$ cat src/rtl/regfile_param.sv
// regfile_param: parametrised register file with a per-register busy scoreboard.
//
// Register 0 reads as zero, ignores writes, and is never busy. Reads are
// combinational. Writes and busy updates happen on the rising clock edge.
//
// Optional feature: define REGFILE_BYPASS_EN to forward same-cycle write data
// to matching read ports. Without it, same-cycle reads return the stored value.
//
// Parameters:
//   WIDTH      data bits per register
//   ADDR_BITS  address width; depth = 2**ADDR_BITS
//   NREAD      number of asynchronous read ports
//
// Ports:
//   Clk              rising-edge clock
//   Reset            synchronous, active-high reset; clears data and busy bits
//   ReadRegister     read addresses; port k at [k*ADDR_BITS +: ADDR_BITS]
//   ReadData         read data; port k at [k*WIDTH +: WIDTH]
//   ReadBusy         busy bit of the register each port addresses
//   WriteRegister    write address
//   WriteData        write data
//   RegWrite         write enable; also clears busy[WriteRegister]
//   ReserveRegister  register to mark pending
//   Reserve          reservation enable
//   AnyBusy          OR of all busy bits (registered state only)
module regfile_param #(
  parameter int unsigned WIDTH     = 32,
  parameter int unsigned ADDR_BITS = 5,
  parameter int unsigned NREAD     = 2
) (
  input  logic                       Clk,
  input  logic                       Reset,
  input  logic [NREAD*ADDR_BITS-1:0] ReadRegister,
  output logic [NREAD*WIDTH-1:0]     ReadData,
  output logic [NREAD-1:0]           ReadBusy,
  input  logic [ADDR_BITS-1:0]       WriteRegister,
  input  logic [WIDTH-1:0]           WriteData,
  input  logic                       RegWrite,
  input  logic [ADDR_BITS-1:0]       ReserveRegister,
  input  logic                       Reserve,
  output logic                       AnyBusy
);

  localparam int DEPTH = 1 << ADDR_BITS;

  // Register 0 has no storage; its reads are forced to zero below.
  logic [WIDTH-1:0] r_mem [1:DEPTH-1];
  logic [DEPTH-1:0] r_busy;

  logic w_wr_en;
  logic w_rsv_en;

  assign w_wr_en  = RegWrite && (WriteRegister != '0);
  assign w_rsv_en = Reserve && (ReserveRegister != '0);

  always_ff @(posedge Clk) begin
    if (Reset) begin
      for (int i = 1; i < DEPTH; i++) begin
        r_mem[i] <= '0;
      end
      r_busy <= '0;
    end else begin
      if (w_wr_en) begin
        r_mem[WriteRegister] <= WriteData;
      end
      if (RegWrite) begin
        r_busy[WriteRegister] <= 1'b0;
      end
      // Placed after the clear so a same-cycle reservation (new producer) wins.
      if (w_rsv_en) begin
        r_busy[ReserveRegister] <= 1'b1;
      end
      r_busy[0] <= 1'b0;
    end
  end

  assign AnyBusy = |r_busy;

  for (genvar k = 0; k < NREAD; k++) begin : gen_rd
    logic [ADDR_BITS-1:0] w_raddr;
    logic [WIDTH-1:0]     w_rdata;
    logic                 w_rbusy;

    assign w_raddr = ReadRegister[k*ADDR_BITS +: ADDR_BITS];

    always_comb begin
      w_rdata = '0;
      w_rbusy = r_busy[w_raddr];
      if (w_raddr != '0) begin
        w_rdata = r_mem[w_raddr];
      end
`ifdef REGFILE_BYPASS_EN
      // Forward the in-flight write; busy stays set only if re-reserved now.
      if (w_wr_en && (w_raddr == WriteRegister)) begin
        w_rdata = WriteData;
        w_rbusy = w_rsv_en && (ReserveRegister == w_raddr);
      end
`endif
    end

    assign ReadData[k*WIDTH +: WIDTH] = w_rdata;
    assign ReadBusy[k]                = w_rbusy;
  end

endmodule

$ cat config.mk
export PLATFORM = sky130hd
export DESIGN_NAME = regfile_param
export DESIGN_NICKNAME = d
export VERILOG_FILES = /design/src/rtl/regfile_param.sv
export SDC_FILE = /design/constraint.sdc
export NUM_CORES = 2
export LEC_CHECK = 0
export BUFFER_PORTS_ARGS = -buffer_cell sky130_fd_sc_hd__buf_4
export CAP_MARGIN = 20
export CELL_PAD_IN_SITES_DETAIL_PLACEMENT = 0
export CELL_PAD_IN_SITES_GLOBAL_PLACEMENT = 2
export CORE_MARGIN = 2
export CORE_UTILIZATION = 50
export DETAILED_ROUTE_END_ITERATION = 10
export PLACE_DENSITY_LB_ADDON = 0.1
export SYNTH_ARGS = -nofsm -noshare
export SYNTH_HDL_FRONTEND = slang
export SYNTH_SLANG_ARGS = --single-unit
$ cat constraint.sdc
create_clock -name Clk -period 7.8 [get_ports Clk]
set_input_delay 1.17 -clock Clk [delete_from_list [all_inputs] [get_ports Clk]]
set_output_delay 1.17 -clock Clk [all_outputs]
set_load 0.01 [all_outputs]
==> impl_metrics.ini <==
[finish]
drive_gt1_share_pct = 25.82
area_growth_pct = 10.50
multiInputGateArea_um2 = 23360
layout.nets = 3824
ff_latch_area_um2 = 31370
final_cell_mix = edfxtp_1, and2_1, mux4_2
num-fill-cells = 8853
final_common_cell = edfxtp_1

[floorplanning]
die_h_um = 339.1
coreArea_um2 = 111000
num_rows = 122
die_w_um = 339.1
die_area_um2 = 115000
io_pins = 123
start_util_pct = 50.60

[timing]
skew_ns = 0
fmax_mhz = 167.7
fin_crit_ns = 5.962
hold_viol_final = 0
tightestPinTransition_ns = 1.195
tns_ns = 0
final-setup-viol-count = 0
slew_viol_final = 0
slew-limit-headroom_pct = 20.34
rsz0062_at_grt = no
fin_crit_sh_pct = 76.44
holdWs_ns = 0.5141

[synthesis]
synth_seq_area_share_pct = 55.86
async_flop_share_pct = 0
netlist_area_um2 = 56150
synth-seq-cells = 1055
ys.flop_type = edfxtp_1
synth_area_per_cell_um2 = 14.75
ys_types = 40
yosysWarnings = 0
synth_edf_count = 1024
syn_inst = 3807

[power_and_ir_drop]
leakagePower_nw = 21.11
p_comb_share_pct = 12.4
switchingPower_w = 0.003468
sw_frac_of_total_pct = 25.32
intPower_w = 0.01023
p_seq_share_pct = 48.8
cellPowerDensity_nw_per_um2 = 220.7
p_clk_share_pct = 38.9
ir_drop_v = 0.0001903

[place]
port_buffers = 122
dp_hpwl_mm = 117.7
place_congestion = 0.9446

[routing]
post_drt_wl_per_cell_um = 35.30
drt-pass1-iter-count = 6
wl_met1_mm = 70.56
wl_met2_mm = 91.72
vias = 35530
ant_nets = 0
wl_met3_mm = 15.68
routed_wl_mm = 189.2
viasPerCell = 6.631
top_layer = met5
initialDrtViolationCount = 4119
drcViolationCount = 0

[worst_setup_path]
rr_endpoint = r_busy[29]$_SDFF_PP0_
cp_common_cell = buf_4
worstSetupStartpointType = input pin
cpMaxStageDelayCell = or4_1
startpoint = ReadRegister[9]
critPathKind = in -> out
crit_end = ReadData[36]
end_kind = output port
r2r_cells = 2
critPathMaxStageDelay_ns = 0.97
worstReg2RegStart = r_busy[29]$_SDFF_PP0_
worst-r2r-setup-slack_ns = 7.02
cp.arrival_ns = 4.79
crit_required_ns = 6.63
crit_chain = buf_4, or2_2, buf_4, or4_1, o21ai_0, a311oi_1, buf_4
path_max_fanout = 35

[global_routing]
grt_max_degree = 87
grt_overflow = 0
grt_antenna_before_repair = 5
track_usage_pct = 32.90
grt_pass1_vias = 36970
grt_pass1_wl_mm = 269.4

[clock_tree]
h-tree-depth = 3
ctsResizeCount = 0
post-cts-setup-buffer-count = 0
hold_buffers = 0
root_buffer = clkbuf_16
cts_tree = built
clk_latency_ns = 0.71
cts_buffers = 116
cts.clk_slew.worst_paths_ns = 0.06
cts_buffer_depth = 3
clkSinkCount = 1055

[job]
drv_cap = 0

[hold_path]
min_path_type = reg -> reg

[status]
outcome = complete, no violations
layer usage:
layer  track usage (%)  vias to the layer above
met5                 0                        -
met4             16.61                       10
met3             6.242                      413
met2             53.92                     1828
met1             42.12                    18700
li1                  -                    14590
cell families after synthesis:
family          synth area share (%)
mux                            22.33
other cells                 0.006678
buf+inv                        3.070
flops                          55.86
compound gates                 5.290
simple gates                   13.44
layout make-up:
class | count | area share (%)
timing repair buffer | 225 | 2.944
multi-input combinational | 2368 | 37.64
clock buffer | 147 | 4.932
tap | 1488 | 3.000
clock inverter | 72 | 0.8993
antenna | 2 | 0.008066
sequential | 1055 | 50.56
inverter | 2 | 0.01613
critical path, delay by kind of cell:
kind / cells / cell delay (ns)
AOI/OAI and AO/OA: 2 / 1.21
buffers and inverters: 3 / 1.11
and+or+nand+nor: 2 / 1.19
state kept, by name, summed over array words and instances, names as in the netlist:
name	count
r_mem	1024
r_busy	31
power by group through the flow:
stage	clock, W	combinational, W	sequential (W)
CTS	0.00538	0.00168	0.00667
floorplan	0	0.00100	0.00672
finish	0.00532	0.00170	0.00668
global placement	0	0.00167	0.00675
detailed placement	0	0.00168	0.00679
global route	0.00559	0.00175	0.00671
synthesized netlist by cell type (32+ instances only):
cell | n | share of area, %
a311oi_1 | 64 | 1.0
or2_2 | 32 | 0.36
mux4_2 | 466 | 19
a211oi_1 | 64 | 0.86
nand2_1 | 65 | 0.43
mux2i_1 | 130 | 2.3
a22oi_1 | 67 | 0.90
clkbuf_1 | 302 | 2.0
a221oi_1 | 48 | 0.75
nor2b_1 | 68 | 0.76
mux2_2 | 66 | 1.3
buf_2 | 97 | 0.86
o21ai_0 | 140 | 1.2
nor2_1 | 44 | 0.29
and2_1 | 994 | 11
edfxtp_1 | 1024 | 55
through the flow:
| stage | utilization, % | cells | total power, W | cell area [µm²] | worst slack, ns |
|---|---|---|---|---|---|
| 6_report | 55.91 | 5359 | 0.01369 | 62050 | 1.838 |
| 3_5_place_dp | 52.58 | 5133 | 0.008467 | 58350 | 2.012 |
| 4_1_cts | 55.84 | 5352 | 0.01373 | 61970 | 2.005 |
| 3_3_place_gp | 52.58 | 5133 | 0.008419 | 58350 | 2.090 |
| 5_1_grt | 55.91 | 5357 | 0.01405 | 62040 | 1.833 |
| 2_1_floorplan | - | 3838 | 0.007722 | 56270 | 3.720 |
worst min path at each step:
stage                                     start                    end  slack [ns]  depth (start not counted)
after floorplan           r_busy[11]$_SDFF_PP0_  r_busy[11]$_SDFF_PP0_        0.47                          2
after global placement    r_busy[11]$_SDFF_PP0_  r_busy[11]$_SDFF_PP0_        0.49                          2
after detailed placement  r_busy[11]$_SDFF_PP0_  r_busy[11]$_SDFF_PP0_        0.50                          2
after CTS                 r_busy[11]$_SDFF_PP0_  r_busy[11]$_SDFF_PP0_        0.51                          2
after global routing       r_busy[6]$_SDFF_PP0_   r_busy[6]$_SDFF_PP0_        0.54                          2
final                     r_busy[11]$_SDFF_PP0_  r_busy[11]$_SDFF_PP0_        0.51                          2
Power figures use the tool's default switching activity.
